## config.mk

```make
export PLATFORM = sky130hd
export DESIGN_NAME = mole_sequencer
export DESIGN_NICKNAME = d
export VERILOG_FILES = /design/src/rtl/mole_sequencer.sv
export SDC_FILE = /design/constraint.sdc
export NUM_CORES = 1
export LEC_CHECK = 0
export CORE_UTILIZATION = 30
export CTS_CLUSTER_DIAMETER = 50
export DETAILED_ROUTE_END_ITERATION = 10
export SLEW_MARGIN = 20
export SYNTH_ARGS = -nofsm -noshare
export SYNTH_HDL_FRONTEND = slang
export SYNTH_SLANG_ARGS = --single-unit
export TNS_END_PERCENT = 50
```

## constraint.sdc

```tcl
create_clock -name clk -period 2.6 [get_ports clk]
set_input_delay 0.26 -clock clk [delete_from_list [all_inputs] [get_ports clk]]
set_output_delay 0.26 -clock clk [all_outputs]
set_load 0.02 [all_outputs]
```

## src/rtl/mole_sequencer.sv

```systemverilog
// mole_sequencer: pre-game countdown, one-mole-at-a-time sequencing and hit/miss scoring for the game FSM.
// Optional MOLE_SPEEDUP_EN: each hit shortens the mole lifetime by MOLE_MS/16, floored at MOLE_MS/4.
module mole_sequencer #(
  parameter int          MS_CYCLES    = 50000,
  parameter int          COUNTDOWN_MS = 3000,
  parameter int          MOLE_MS      = 1000,
  parameter int          NUM_HOLES    = 8,
  parameter logic [15:0] LFSR_SEED    = 16'hACE1
) (
  input  logic                 clk,
  input  logic                 rst_n,
  input  logic                 clear,
  input  logic                 wait_flag,
  input  logic                 play_flag,
  input  logic                 new_mole,
  input  logic [NUM_HOLES-1:0] hit,
  output logic                 countdown_complete,
  output logic [3:0]           countdown_sec,
  output logic                 mole_complete,
  output logic [NUM_HOLES-1:0] mole_onehot,
  output logic [7:0]           hit_count,
  output logic [7:0]           miss_count,
  output logic [12:0]          reaction_ms
);
  localparam int HB       = $clog2(NUM_HOLES);
  localparam int PW       = (MS_CYCLES > 1) ? $clog2(MS_CYCLES) : 1;
  localparam int SEC_INIT = (COUNTDOWN_MS + 999) / 1000;
  // Remaining ms is tracked as (sec-1)*1000 + sub, so sub runs 1..1000 within each displayed second.
  localparam int SUB_INIT = COUNTDOWN_MS - (SEC_INIT - 1) * 1000;

  typedef enum logic [2:0] {
    S_IDLE,
    S_COUNTDOWN,
    S_ARM,
    S_MOLE_UP,
    S_DONE
  } state_t;

  state_t               state_reg;
  logic [PW-1:0]        presc_reg;
  logic [15:0]          ms_cnt_reg;
  logic [9:0]           sub_reg;
  logic [15:0]          lfsr_reg;
  logic [NUM_HOLES-1:0] hit_q_reg;
  logic                 wait_q_reg;
  logic [HB-1:0]        prev_hole_reg;

  logic                 tick;
  logic                 lfsr_fb;
  logic                 lit_hit;
  logic                 go_idle;
  logic [HB-1:0]        rand_hole;
  logic [HB-1:0]        arm_hole;
  logic [NUM_HOLES-1:0] lit_rise;
  logic [15:0]          life_ms;

`ifdef MOLE_SPEEDUP_EN
  localparam int STEP_MS  = MOLE_MS / 16;
  localparam int FLOOR_MS = MOLE_MS / 4;
  logic [15:0] life_reg;
  assign life_ms = life_reg;
`else
  assign life_ms = 16'(MOLE_MS);
`endif

  assign tick    = (presc_reg == PW'(MS_CYCLES - 1));
  assign lfsr_fb = lfsr_reg[15] ^ lfsr_reg[13] ^ lfsr_reg[12] ^ lfsr_reg[10];

  // Never light the same hole twice in a row.
  assign rand_hole = lfsr_reg[HB-1:0];
  assign arm_hole  = (rand_hole == prev_hole_reg) ? rand_hole + HB'(1) : rand_hole;

  for (genvar gi = 0; gi < NUM_HOLES; gi++) begin : g_rise
    assign lit_rise[gi] = hit[gi] & ~hit_q_reg[gi] & mole_onehot[gi];
  end
  assign lit_hit = |lit_rise;

  assign go_idle = clear
                 | ((state_reg == S_COUNTDOWN) & ~wait_flag & ~play_flag)
                 | (((state_reg == S_ARM) | (state_reg == S_MOLE_UP) | (state_reg == S_DONE)) & ~play_flag);

  always_ff @(posedge clk or negedge rst_n) begin
    if (!rst_n) begin
      state_reg          <= S_IDLE;
      presc_reg          <= '0;
      ms_cnt_reg         <= '0;
      sub_reg            <= '0;
      lfsr_reg           <= LFSR_SEED;
      hit_q_reg          <= '0;
      wait_q_reg         <= 1'b0;
      prev_hole_reg      <= '0;
      countdown_complete <= 1'b0;
      countdown_sec      <= '0;
      mole_complete      <= 1'b0;
      mole_onehot        <= '0;
      hit_count          <= '0;
      miss_count         <= '0;
      reaction_ms        <= '0;
`ifdef MOLE_SPEEDUP_EN
      life_reg           <= 16'(MOLE_MS);
`endif
    end else begin
      lfsr_reg      <= {lfsr_reg[14:0], lfsr_fb};
      hit_q_reg     <= hit;
      wait_q_reg    <= wait_flag;
      presc_reg     <= tick ? '0 : presc_reg + PW'(1);
      mole_complete <= 1'b0;

      if (go_idle) begin
        state_reg          <= S_IDLE;
        presc_reg          <= '0;
        countdown_complete <= 1'b0;
        countdown_sec      <= '0;
        mole_onehot        <= '0;
      end else begin
        case (state_reg)
          S_IDLE: begin
            if (wait_flag && !wait_q_reg) begin
              state_reg     <= S_COUNTDOWN;
              presc_reg     <= '0;
              ms_cnt_reg    <= 16'(COUNTDOWN_MS);
              sub_reg       <= 10'(SUB_INIT);
              countdown_sec <= 4'(SEC_INIT);
              hit_count     <= '0;
              miss_count    <= '0;
              reaction_ms   <= '0;
`ifdef MOLE_SPEEDUP_EN
              life_reg      <= 16'(MOLE_MS);
`endif
            end
          end
          S_COUNTDOWN: begin
            if (play_flag) begin
              state_reg          <= S_ARM;
              presc_reg          <= '0;
              countdown_complete <= 1'b0;
              countdown_sec      <= '0;
            end else if (tick && ms_cnt_reg != 16'd0) begin
              ms_cnt_reg <= ms_cnt_reg - 16'd1;
              if (ms_cnt_reg == 16'd1) begin
                countdown_complete <= 1'b1;
                countdown_sec      <= '0;
              end else if (sub_reg == 10'd1) begin
                countdown_sec <= countdown_sec - 4'd1;
                sub_reg       <= 10'd1000;
              end else begin
                sub_reg <= sub_reg - 10'd1;
              end
            end
          end
          S_ARM: begin
            state_reg     <= S_MOLE_UP;
            presc_reg     <= '0;
            ms_cnt_reg    <= '0;
            prev_hole_reg <= arm_hole;
            mole_onehot   <= NUM_HOLES'(1) << arm_hole;
          end
          S_MOLE_UP: begin
            // A hit landing on the timeout cycle is scored as a hit.
            if (lit_hit) begin
              state_reg     <= S_DONE;
              presc_reg     <= '0;
              mole_onehot   <= '0;
              mole_complete <= 1'b1;
              hit_count     <= (hit_count == 8'hFF) ? hit_count : hit_count + 8'd1;
              reaction_ms   <= (ms_cnt_reg > 16'd8191) ? 13'h1FFF : ms_cnt_reg[12:0];
`ifdef MOLE_SPEEDUP_EN
              life_reg      <= (life_reg >= 16'(FLOOR_MS + STEP_MS)) ? life_reg - 16'(STEP_MS)
                                                                     : 16'(FLOOR_MS);
`endif
            end else if (tick) begin
              if (ms_cnt_reg >= life_ms - 16'd1) begin
                state_reg     <= S_DONE;
                presc_reg     <= '0;
                mole_onehot   <= '0;
                mole_complete <= 1'b1;
                miss_count    <= (miss_count == 8'hFF) ? miss_count : miss_count + 8'd1;
              end else begin
                ms_cnt_reg <= ms_cnt_reg + 16'd1;
              end
            end
          end
          S_DONE: begin
            if (new_mole) begin
              state_reg <= S_ARM;
              presc_reg <= '0;
            end
          end
          default: begin
            state_reg <= S_IDLE;
            presc_reg <= '0;
          end
        endcase
      end
    end
  end

endmodule

```

* Word-level counts from Yosys, hierarchy flattened
Index checks and enable logic that the tools add are counted.
Storage, ports and cells: register bits after elaboration 116, bits in latches 0, memory bits (writable) 0, bits in read-only memories 0, input bits 14, output and inout bits 43, word-level logic and storage cells 181, memories 0
Cells by class: add/subtract/negate cells 8, multipliers 0, divide/modulo/power cells 0, $lt $le $gt $ge 2, eq/ne operators 28, shifts and indexed selects 1, mux-type cells 66, bitwise operators 37, reduce and logical (&&, ||, !) cells 24
Operators by type and width (number):
- 16-bit 2-to-1 mux | 14
- 16-bit case mux with 4 select lines | 2
- 8-bit 2-to-1 mux | 11
- 10-bit 2-to-1 mux | 5
- 8-bit case mux with 2 select lines | 3
- 13-bit 2-to-1 mux | 3
- 16-bit by 1-bit adder with 16-bit output (second input constant) | 2
- 13-bit case mux with 2 select lines | 1
- 3-bit 2-to-1 mux | 8
- 4-bit 2-to-1 mux | 6
- 10-bit case mux with 2 select lines | 1
- 1-bit AND | 19
- 2-bit != test (second input constant) | 9
- 8-bit by 1-bit adder with 8-bit output (second input constant) | 2
- 16-bit by 1-bit equality test with 1-bit output (second input constant) | 1
- 16-bit equality test (second input constant) | 1
- 8-bit equality test (second input constant) | 2
- 16-bit by 10-bit greater-or-equal comparator with 1-bit output (second input constant) | 1
- 16-bit by 13-bit greater-than comparator with 1-bit output (second input constant) | 1
- 16-bit nonzero test | 1
- 16-bit by 1-bit subtractor with 16-bit output (second input constant) | 1
- 3-bit case mux with 5 select lines | 1
- 3-bit nonzero test | 4
- 1-bit NOT | 11
- 31 further kinds | 56

* Logic depth before layout (Yosys ltp)
Gate-level depths: netlist of run 1.
word-level depth 7, mapped depth 9, mapped depth without buffers 8

* Worst setup path before layout of run 1
No wires, ideal clock.
path kind register to register, start point register ms_cnt_reg[0], end point register ms_cnt_reg[14], library setup time 0.137 ns, data arrival time 2.072 ns, required time 2.463 ns, path slack 0.391 ns, stages on the path, launching flop included 10, buffers on the path 1, period minus slack after synthesis 2.209 ns, cell sequence dfrtp_1 inv_1 ha_1 nor3b_1 and4b_1 nor4_2 a21oi_2 buf_2 o41ai_1 o31ai_1
Between the ends: longest elaborated chain between the ends 5, elaborated cells on any way between the ends 14, those cells by class add/sub (2); order compare (1); eq/ne (2); mux (6); reduce/logical (3)
Ends and longest elaborated chain:
- from (decl) | line 41 | logic [15:0] ms_cnt_reg;
- from (signal assigned) | line 121 | ms_cnt_reg <= 16'(COUNTDOWN_MS);
- from (signal assigned) | line 139 | ms_cnt_reg <= ms_cnt_reg - 16'd1;
- from (signal assigned) | line 179 | ms_cnt_reg <= ms_cnt_reg + 16'd1;
- 16-bit by 1-bit adder with 16-bit output | line 179
- 16-bit 2-to-1 mux | line 172 | if (ms_cnt_reg >= life_ms - 16'd1) begin
- 16-bit 2-to-1 mux | line 171 | end else if (tick) begin
- 16-bit 2-to-1 mux | line 160 | if (lit_hit) begin
- 16-bit case mux with 4 select lines | line 116 | case (state_reg)
Parallel ways exist; a longest one is shown, timed or not. The select of a mux whose other input is x is not followed. A chain may end at the register's enable or synchronous reset.

* Worst setup path in the final report of run 1
start point register ms_cnt_reg[0], end point register ms_cnt_reg[11]
The elaborated chain is that of the path after synthesis.

==> results.cfg, run 1 <==
[outcome]
run_status = complete, no violations

[route]
drt.antenna.violating_nets = 0
topRoutingLayerUsed = met4
detail_route.wl_per_cell_um = 15.9
drt-initial-drc-count = 417
detailed_route_wire_length_on_metal_1_um = 8110
final_wirelength_um = 16200
routed-via-count = 5392
detail_route.vias_per_cell = 5.27
met2RoutedLength_um = 7070
met3_length_um = 802
drt_pre_antenna_iters = 5
remaining_drc_errors = 0

[cts]
cts_tree = built
insertion_delay_ps = 420
clockBufferDepth = 2
clk_pin_slew_ps = 50
clock_sinks = 116
clock_tree.root_cell = clkbuf_16
ctsHtreeMaxLevel = 4
cts_bufs_inserted = 17

[sta]
period_share_pct = 93.2
slew_headroom_pct = 48.8
period_needed_ps = 2420
worst_slew_pin_slew_ps = 761
fin_setup_tns_ps = 0
slew_violations = 0
max_freq_mhz = 413
clock_skew_ps = 6.42
hold_violations = 0
fin_hold_ws_ps = 313
rsz0062_at_grt = no
final_setup_violation_count = 0
setup_slack_ps = 178

[critical_path]
critPathRequiredTime_ps = 2890
timing.critical_path.cells = inv_1 -> ha_1 -> nor3b_1 -> and4b_1 -> nor4_2 -> a21oi_2 -> nor2_1 -> mux2_1
critical-path-slowest-cell = dfrtp_1
largest_fanout_of_any_net_on_the_critical_path = 5
timing.critical_path.arrival_ps = 2720
path_buf_inv = 1
crit_type = register to register
crit_family = simple AND/OR/NAND/NOR gates
crit_path_launch_type = register
slowest_delay_ps = 410
setup.worst_path.end_class = register

[floorplanning]
dieWidth_um = 148
die-height_um = 148
number_of_rows_in_the_core_area = 52
starting_utilization_of_the_core_area_pct = 31.0
floorplan.die_area_um2 = 21900
pin_count = 57
core_um2 = 20600

[finish]
stdcell_count = 1024
insertedDiodeCount = 0
final_common_cell = dfrtp_1
fin_area_um2 = 8120
design.final.nets = 766
layout_common_cells = dfrtp_1 (108), nor2_1 (57), clkdlybuf4s50_1 (55)
area_growth_pct = 27.3
final_layout_size_suffix_gt1_share_pct = 15.5
finish.utilization_pct = 39.5
fill_cells = 2066

[pwr]
powerDensity_nw_per_um2 = 710
power_mw = 5.77
vdd_ir_drop_max_mv = 0.281
power.switching_mw = 1.78
power_frac_seq_pct = 37.8
power.clock.fraction_pct = 40.9
cellLeakagePower_nw = 3.47
combPwrFrac_pct = 21.3
internal_power_mw = 3.99
sw_frac_of_total_pct = 30.8

[synth]
synthesis.area_um2 = 6380
ys_dominant_reg_cell = dfrtp_1
synth_cells = 649
async_flop_share_pct = 100
postSynthAreaPerCell_um2 = 9.83
ys_types = 86
synth_enable_flop_cells = 0
seq_area_frac_synth_pct = 45.6
synth_fp_nets = 674
ys_ff_latch = 116
yosys_warnings = 0

[grt]
grt_antenna_before_repair = 0
grt_use_total_pct = 15.9
grt_first_pass_wirelength_um = 27300
grt_start_max_net_pins = 46
first_global_vias = 5175
gr-total-overflow = 0

[placement]
place.gp.congestion = 0.858
placedCellCount = 991
numPortBuffers = 56
detailed_place_hpwl_um = 11500
place_worst_setup_slack_ps = 35.3
placed_cell_area_um2 = 7510

[run]
cap_viol_max_count = 0

[hold_path]
worst_hold_path_type = input port to register
==> per-layer routing <==
| metal | global-route usage [%] | vias up |
|---|---|---|
| met2 | 23.5 | 140 |
| li1 | - | 2595 |
| met4 | 5.98 | 0 |
| met5 | 0 | - |
| met3 | 3.92 | 22 |
| met1 | 22.2 | 2635 |
==> worst paths after layout <==
check,startpoint,endpoint,slack [ps],cells past startpoint
min in group asynchronous,rst_n,miss_count[3],380,2
setup reg to reg,ms_cnt_reg[0],ms_cnt_reg[11],180,8
hold / removal,hit[1],hit_q_reg[1],310,1
hold reg to reg,lfsr_reg[9],lfsr_reg[10],350,0
setup / recovery,ms_cnt_reg[0],ms_cnt_reg[11],180,8
max in group asynchronous,rst_n,lfsr_reg[5],1420,3
==> synth_stat cells (7+ instances only) <==
cell	number	share of area, %
nor4_1	10	0.98
dfrtp_1	108	42
a21oi_1	26	2.0
nor3b_1	8	0.94
nand2_1	35	2.1
inv_1	26	1.5
o22a_1	7	0.96
nor2_1	57	3.4
or3_1	7	0.69
nand3_1	22	1.7
clkbuf_1	14	0.82
ha_1	11	2.2
mux2i_1	16	2.5
o21ai_0	21	1.6
nand2b_1	14	1.4
o31ai_1	16	1.9
buf_2	17	1.3
dfstp_2	8	3.3
xor2_1	9	1.2
mux2_1	16	2.8
and3_1	27	2.6
nor3_1	22	1.7
xnor2_1	15	2.1
==> power groups by stage <==
| stage | logic [mW] | clock network, mW | registers (mW) |
|---|---|---|---|
| after floorplan | 0.831 | 0 | 2.13 |
| after global placement | 1.22 | 0 | 2.21 |
| after detailed placement | 1.22 | 0 | 2.20 |
| after CTS | 1.23 | 2.41 | 2.17 |
| after global routing | 1.37 | 2.49 | 2.21 |
| final | 1.23 | 2.36 | 2.18 |
==> final cells by class <==
| cell class | count | area, um2 | area share (%) |
|---|---|---|---|
| Inverter | 26 | 97.6 | 1.20 |
| Multi-Input combinational cell | 471 | 3210 | 39.5 |
| Clock buffer | 21 | 470 | 5.79 |
| Clock inverter | 11 | 125 | 1.54 |
| Timing Repair Buffer | 109 | 971 | 12.0 |
| Tap cell | 270 | 338 | 4.16 |
| Sequential cell | 116 | 2910 | 35.9 |
==> kinds of logic after synthesis <==
logic type / count (synthesis) / synth area share (%)
and+or+nand+nor: 247 / 21.5
AOI/OAI and AO/OA: 154 / 17.4
DFF: 116 / 45.6
buffers and inverters: 62 / 4.14
muxes: 35 / 5.86
xor gates and xnor gates: 24 / 3.29
adders and majority gates: 11 / 2.16
==> timing repair <==
action,4_1_cts,5_1_grt
endpoints found under the setup margin,0,7
hold buffers,1,0
buffers inserted,0,0
resized for setup,0,1
endpoints found under the hold margin,41,0
No activity file was read; power rests on OpenSTA's default activity.
==> run 2, diff against run 1 <==
Settings changed: CORE_UTILIZATION 30 to 50, PLACE_DENSITY set to 0.71, SLEW_MARGIN 20 to unset.
==> results.cfg, run 2 (synthesis results as in run 1) <==
[finish]
fill_cells = 982
final_common_cell = dfrtp_1
area_growth_pct = 25.4
insertedDiodeCount = 0
finish.utilization_pct = 65.5
stdcell_count = 915
final_layout_size_suffix_gt1_share_pct = 15.0
fin_area_um2 = 8000
design.final.nets = 759
layout_common_cells = dfrtp_1 (108), nor2_1 (57), clkdlybuf4s50_1 (55)

[sta]
max_freq_mhz = 402
worst_slew_pin_slew_ps = 713
fin_setup_tns_ps = 0
period_needed_ps = 2490
clock_skew_ps = 9.29
setup_slack_ps = 113
rsz0062_at_grt = no
slew_headroom_pct = 52.1
hold_violations = 0
fin_hold_ws_ps = 314
final_setup_violation_count = 0
slew_violations = 0
period_share_pct = 95.7

[placement]
numPortBuffers = 56
detailed_place_hpwl_um = 11200
place.gp.congestion = 0.910
placedCellCount = 882
place_worst_setup_slack_ps = 89.6
placed_cell_area_um2 = 7350

[route]
drt_pre_antenna_iters = 5
remaining_drc_errors = 0
routed-via-count = 5532
detail_route.wl_per_cell_um = 17.6
final_wirelength_um = 16100
detail_route.vias_per_cell = 6.05
drt-initial-drc-count = 531
drt.antenna.violating_nets = 0

[grt]
grt_first_pass_wirelength_um = 26600
grt_use_total_pct = 26.0
grt_start_max_net_pins = 51
gr-total-overflow = 0
first_global_vias = 5240
grt_antenna_before_repair = 0

[cts]
clock_tree.root_cell = clkbuf_16
clockBufferDepth = 2
clk_pin_slew_ps = 60
ctsHtreeMaxLevel = 4
clock_sinks = 116
cts_tree = built
insertion_delay_ps = 420
post_cts.repair.setup_buffers = 0
cts_bufs_inserted = 17

[floorplanning]
die-height_um = 115
floorplan.die_area_um2 = 13200
dieWidth_um = 115
pin_count = 57
number_of_rows_in_the_core_area = 40
core_um2 = 12200
starting_utilization_of_the_core_area_pct = 52.3

[pwr]
powerDensity_nw_per_um2 = 733
internal_power_mw = 4.04
combPwrFrac_pct = 21.5
sw_frac_of_total_pct = 31.0
vdd_ir_drop_max_mv = 0.577
power.clock.fraction_pct = 41.1
power_frac_seq_pct = 37.5
power.switching_mw = 1.82
cellLeakagePower_nw = 3.44
power_mw = 5.86

[critical_path]
setup.worst_path.end_class = register
ff2ff_setup_slack_ps = 110
crit_path_launch_type = register
timing.critical_path.arrival_ps = 2780
crit_type = register to register
largest_fanout_of_any_net_on_the_critical_path = 8
critPathRequiredTime_ps = 2900

[outcome]
run_status = complete, no violations

[run]
cap_viol_max_count = 0

[hold_path]
worst_hold_path_type = input port to register
==> run 2: timing repair <==
item,in CTS,in global routing
endpoints found under the setup margin,0,24
endpoints found under the hold margin,40,0
hold buffers,1,0
gates resized for setup,0,4
==> run 2: critical path: stages, from the launching register on <==
cell and delay (ps):
dfrtp_1 470, or4_4 580, and4b_1 370, nor4_4 80, a21oi_2 280, nor2_1 100, buf_4 170, mux2_1 310
==> run 2: cell type report <==
class | count | area (um2) | share of cell area (%)
tap | 168 | 210 | 2.63
clock inverter | 14 | 179 | 2.24
sequential | 116 | 2910 | 36.4
multi-input combinational | 471 | 3230 | 40.4
inverter | 26 | 97.6 | 1.22
timing repair buffer | 102 | 931 | 11.6
clock buffer | 18 | 439 | 5.49
==> run 2: worst paths after layout <==
| check | depth (start not counted) | from | end |
|---|---|---|---|
| worst min register to register | 0 | lfsr_reg[9] | lfsr_reg[10] |
| worst max-delay path | 7 | ms_cnt_reg[10] | ms_cnt_reg[11] |
| worst min-delay path | 1 | hit[1] | hit_q_reg[1] |
| worst max register to register | 7 | ms_cnt_reg[10] | ms_cnt_reg[11] |
| max in group asynchronous | 3 | rst_n | sub_reg[8] |
| min in group asynchronous | 2 | rst_n | lfsr_reg[12] |
==> run 2: routing by layer <==
metal	routed length (um)	global-route usage, %	up-vias
met1	7430	35.8	2707
met4	287	10.3	0
met3	957	5.69	29
met5	0	0	-
li1	-	-	2583
met2	7380	39.9	213
==> run 2: power by group through the flow <==
| stage | Clock [mW] | Sequential, mW | Combinational, mW |
|---|---|---|---|
| floorplan | 0 | 2.13 | 0.831 |
| global placement | 0 | 2.21 | 1.20 |
| detailed placement | 0 | 2.22 | 1.23 |
| CTS | 2.44 | 2.19 | 1.24 |
| global route | 2.53 | 2.22 | 1.38 |
| finish | 2.41 | 2.20 | 1.26 |
==> RTL change 1, RTL diff (flow settings as in run 1) <==
Re-encode `state_t` (5 states) as one-hot, 5 bits wide.
--- a/src/rtl/mole_sequencer.sv
+++ b/src/rtl/mole_sequencer.sv
@@ -28,12 +28,12 @@
   // Remaining ms is tracked as (sec-1)*1000 + sub, so sub runs 1..1000 within each displayed second.
   localparam int SUB_INIT = COUNTDOWN_MS - (SEC_INIT - 1) * 1000;
 
-  typedef enum logic [2:0] {
-    S_IDLE,
-    S_COUNTDOWN,
-    S_ARM,
-    S_MOLE_UP,
-    S_DONE
+  typedef enum logic [4:0] {
+    S_IDLE      = 5'b00001,
+    S_COUNTDOWN = 5'b00010,
+    S_ARM       = 5'b00100,
+    S_MOLE_UP   = 5'b01000,
+    S_DONE      = 5'b10000
   } state_t;
 
   state_t               state_reg;
Function: no difference found for any inputs over 4 cycles, from zero or initial values and one cycle with rst_n low; so few cycles prove little.
==> RTL change 1 against run 1 <==
Wire length down 7.4%. Synthesized area fell by 2.7%. Fmax shrank 2.5%. Power rose by 4.1%. Final cell count increased by 2.6%. Cell area decreased by 2.2%. Synthesized cell count rose by 4.5%. Sequential power increased by 3%. Sequential cell count is 2 higher. Worst setup slack worse by 61 ps. Critical path type unchanged. Critical endpoint is now presc_reg[3]$_DFF_PN0_. Largest cell class unchanged. Highest routed layer unchanged.
==> RTL change 1: results (changes against run 1) <==
| Metric | Value |
|---|---|
| Skew-Pair Late Insertion Delay | 430 ps |
| Post-Synth XOR/XNOR Area | 3.81% (was 3.29%) |
| Reg2reg path depth | 7 (was 8) |
| Fraction of the cycle the final worst path needs | 95.5% (was 93.2%) |
| Layout cells sized above 1 | 15.5% (about the same) |
| Reg2reg end | presc_reg[3]$_DFF_PN0_ (was ms_cnt_reg[11]$_DFFE_PN0P_) |
| Synth top area cells | dfrtp_1 (44%), nor2_1 (5.4%), o21ai_0 (4.8%), nand2_1 (4.0%), dfstp_2 (3.8%) (was dfrtp_1 (42%), nor2_1 (3.4%), dfstp_2 (3.3%), mux2_1 (2.8%), and3_1 (2.6%)) |
| Routed wire length | 15000 um (was 16200 um) |
| Yosys warns | 0 (unchanged) |
| Synth top cells by count | dfrtp_1 (109), nor2_1 (90), nand2_1 (66) (was dfrtp_1 (108), nor2_1 (57), nand2_1 (35)) |
| Final net count | 793 (was 766) |
| Outcome | complete, no violations (unchanged) |
| Sequential element share of the synthesized area | 47.8% (was 45.6%) |
| Peak supply drop | 0.581 mV (was 0.281 mV) |
| WP data arrival | 2820 ps (was 2720 ps) |
| H-tree levels | 4 (unchanged) |
| Origin of the critical flop-to-flop path | state_reg[3]$_DFFE_PN0P_ (was ms_cnt_reg[0]$_DFFE_PN0P_) |
| Post-synthesis mux area share | 2.34% (was 5.86%) |
| Kind of critical path | reg -> reg (unchanged) |
| Syn Nets | 703 (was 674) |
| Yosys cell types | 68 (was 86) |
| Ys flop type | dfrtp_1 (unchanged) |
| Leak | 3.32 nW (was 3.47 nW) |
| Synth Area in Compound Gates | 17.5% (was 17.4%) |
| Worst-Margin Slew | 724 ps (was 761 ps) |
| HPWL Detailed | 10500 um (was 11500 um) |
| Total number of vias | 5295 (was 5392) |
| Global-route usage over all layers | 14.9% (was 15.9%) |
| Largest net degree at the start of global routing | 54 (was 46) |
| Adder-cell share of the synthesized area | 2.22% (was 2.16%) |
| First-pass GRT wire length | 25600 um (was 27300 um) |
| Starting DRT DRC Count | 368 (was 417) |
| Final GP Congestion | 0.820 (was 0.858) |
| Place WS | 33.8 ps (was 35.3 ps) |
| Final Skew | 15.9 ps (was 6.42 ps) |
| CTS clk-pin slew, worst paths | 70 ps (was 50 ps) |
| Initial antenna violation count | 0 (unchanged) |
| CP max FO | 15 (was 5) |
| Critical Path Source | state_reg[3]$_DFFE_PN0P_ (was ms_cnt_reg[0]$_DFFE_PN0P_) |
| Mean Syn Cell Area | 9.16 sq um (was 9.83 sq um) |
| Number of global-route vias before repair | 5022 (was 5175) |
[RTL change 1: worst min-delay path by stage]
stage | startpoint | endpoint | slack, ps | cells after the start
2_1_floorplan | rst_n | countdown_complete$_DFFE_PN0P_ | -40 | 0
3_3_place_gp | lfsr_reg[14]$_DFF_PN0_ | lfsr_reg[15]$_DFF_PN1_ | 330 | 0
3_5_place_dp | lfsr_reg[4]$_DFF_PN0_ | lfsr_reg[5]$_DFF_PN1_ | 340 | 0
4_1_cts | hit[1] | hit_q_reg[1]$_DFF_PN0_ | 290 | 1
5_1_grt | hit[5] | hit_q_reg[5]$_DFF_PN0_ | 300 | 1
6_report | hit[3] | hit_q_reg[3]$_DFF_PN0_ | 300 | 1
[RTL change 1: kinds of logic (layout without fill, tap and decap cells)]
kind of cell | after synthesis | in the layout
compound gates | 174 | 174
mux | 13 | 13
fa+ha+maj | 11 | 11
xor+xnor | 27 | 27
flops | 118 | 118
simple gates | 283 | 283
buf+inv | 52 | 155
[RTL change 1: through the flow]
| step | area (sq um) | utilization, % | cells | total power, mW | hold slack, ps |
|---|---|---|---|---|---|
| after floorplan | 6210 | - | 678 | 3.18 | -35.6 |
| after global placement | 7320 | 36.2 | 1018 | 3.65 | 335 |
| after detailed placement | 7320 | 36.2 | 1018 | 3.67 | 339 |
| after CTS | 7940 | 39.2 | 1051 | 6.06 | 286 |
| after global routing | 7950 | 39.3 | 1051 | 6.36 | 301 |
| final | 7950 | 39.3 | 1051 | 6.00 | 299 |
[RTL change 1: power by group]
part / leakage, nW / internal (mW) / switching, mW
Sequential: 1.53 / 2.02 / 0.221
Combinational: 1.49 / 0.560 / 0.847
Clock: 0.296 / 1.30 / 1.05
Total: 3.32 / 3.88 / 2.12
[RTL change 1: what timing repair did]
action / 4_1_cts / 5_1_grt
hold endpoints to repair: 45 / 0
hold buffers: 1 / 0
setup buffers: 0 / 0
gates resized for setup: 0 / 4
endpoints found under the setup margin: 0 / 6
[RTL change 1: cell type report]
class                   instances  area (sq um)
inverters                      16          60.1
clock buffers                  17           425
repair buffers                107           956
fillers                      2020         12300
flip-flops and latches        118          2960
multi-input cells             508          3030
clock inverters                15           176
well taps                     270           338
[RTL change 1: routing by layer]
metal  GRT usage [%]  part of all wire [%]  up-vias
li1                -                     -     2636
met1            20.4                    49     2548
met2            23.2                    46       96
met3            3.51                   3.9       15
met4            4.47                   1.1        0
met5               0                     0        -
[RTL change 1: critical path, cell delays in order (launching register included)]
cell and delay, ps:
dfrtp_1 460, or3_4 380, or3b_4 480, nor2_4 160
nor3_1 70, a2111o_1 440, nand2b_4 240, nor2_1 180
==> RTL change 2, RTL diff (flow settings as in run 1) <==
Without the edit above. `MS_CYCLES`: 50000 -> 25000.
--- a/src/rtl/mole_sequencer.sv
+++ b/src/rtl/mole_sequencer.sv
@@ -1,7 +1,7 @@
 // mole_sequencer: pre-game countdown, one-mole-at-a-time sequencing and hit/miss scoring for the game FSM.
 // Optional MOLE_SPEEDUP_EN: each hit shortens the mole lifetime by MOLE_MS/16, floored at MOLE_MS/4.
 module mole_sequencer #(
-  parameter int          MS_CYCLES    = 50000,
+  parameter int          MS_CYCLES    = 25000,
   parameter int          COUNTDOWN_MS = 3000,
   parameter int          MOLE_MS      = 1000,
   parameter int          NUM_HOLES    = 8,
Check against the original RTL: same outputs for any inputs over 4 cycles, from zero or initial values and one cycle with rst_n low; that may be too few to reach the edited logic, so the function may still have changed.
==> RTL change 2 against run 1 <==
Worst setup slack got worse by 190 ps. Highest routed layer unchanged. Sequential share of layout area rose by 0.096 points. Non-clock buffer count rose by 29. Cell area fell by 1.1%. Largest power group unchanged. Wire length fell by 4.6%. Sequential cell count fell by 1. Clock skew rose by 6.4 ps. Power rose by 15%. Hold slack got worse by 12 ps. Synthesized area fell by 6.7%. The run now ends with setup timing left.
==> RTL change 2: results (changes against run 1) <==
| Metric | Value |
|---|---|
| Worst setup margin | -15.7 ps (was 178 ps) |
| Failing checks | setup timing |
| Filler cells | 1909 (was 2066) |
| Final Setup Violations | 1 (was 0) |
| Outcome | finished, violations left (was complete, no violations) |
| Sequential element share of the synthesized area | 48.5% (was 45.6%) |
| Leak | 3.36 nW (was 3.47 nW) |
| Starting DRT DRC Count | 393 (was 417) |
| ClkCell Share | 7.45% (was 7.33%) |
| Final GP Congestion | 0.887 (was 0.858) |
| Sequential share of power | 32.9% (was 37.8%) |
| Yosys cell types | 60 (was 86) |
| Synth top area cells | dfrtp_1 (45%), o21ai_0 (4.8%), nand2_1 (4.2%), nor2_1 (3.7%), dfstp_2 (3.5%) (was dfrtp_1 (42%), nor2_1 (3.4%), dfstp_2 (3.3%), mux2_1 (2.8%), and3_1 (2.6%)) |
| Largest net degree at the start of global routing | 38 (was 46) |
| Fraction of area in multi-input gates | 37.0% (was 39.5%) |
| Slowest Stage Delay on Critical Path | 600 ps (was 410 ps) |
| Reg2reg path depth | 6 (was 8) |
| Invs w/o clock | 15 (was 26) |
| Reg2reg end | miss_count[6]$_DFFE_PN0P_ (was ms_cnt_reg[11]$_DFFE_PN0P_) |
| NonClk Buf Share | 14.8% (was 12.0%) |
| Final Skew | 12.8 ps (was 6.42 ps) |
| Layout cells sized above 1 | 19.6% (was 15.5%) |
| Post-Place Cell Area | 0.00730 sq mm (was 0.00751 sq mm) |
| Global-route usage over all layers | 16.1% (was 15.9%) |
| Total number of vias | 5308 (was 5392) |
| Clock buffers | 17 (was 21) |
| Final net count | 788 (was 766) |
| Origin of the critical flop-to-flop path | presc_reg[9]$_DFF_PN0_ (was ms_cnt_reg[0]$_DFFE_PN0P_) |
## RTL change 2: through the flow
step	setup WS, ps	std cells	utilization (%)	hold slack (ps)
after global placement	-326	1004	37.5	263
after CTS	44.1	1037	40.7	287
final	-15.7	1041	41.3	301
after detailed placement	-431	1004	37.5	260
after global routing	-73.5	1041	41.3	296
after floorplan	30.5	640	-	-35.6
## RTL change 2: worst max-delay path by stage
stage | startpoint | endpoint | slack [ps] | depth (start not counted)
after floorplan | presc_reg[10]$_DFF_PN0_ | countdown_sec[3]$_DFFE_PN0P_ | 30 | 8
after global placement | play_flag | sub_reg[2]$_DFFE_PN0P_ | -330 | 7
after detailed placement | play_flag | sub_reg[0]$_DFFE_PN0P_ | -430 | 7
after CTS | presc_reg[9]$_DFF_PN0_ | countdown_sec[3]$_DFFE_PN0P_ | 40 | 7
after global routing | presc_reg[9]$_DFF_PN0_ | miss_count[6]$_DFFE_PN0P_ | -70 | 6
final | presc_reg[9]$_DFF_PN0_ | miss_count[6]$_DFFE_PN0P_ | -20 | 6
## RTL change 2: per-layer routing
layer	wire length, um	global-route usage [%]	vias to the layer above
met5	0	0	-
met4	278	6.34	0
met2	7340	25.8	119
li1	-	-	2583
met3	642	4.16	24
met1	7230	20.8	2582
## RTL change 2: logic make-up after synthesis
family | after synthesis | synth area share (%)
compound gates | 167 | 17.9
simple gates | 257 | 21.6
xor+xnor | 27 | 3.97
fa+ha+maj | 11 | 2.31
mux | 14 | 2.56
flops | 115 | 48.5
buf+inv | 49 | 3.13
## RTL change 2: critical path, delay by kind of cell (launching register included)
family           cells  cell delay [ps]
AND/OR/NAND/NOR      5             1960
AO/OA/AOI/OAI        1              200
flip-flops           1              390
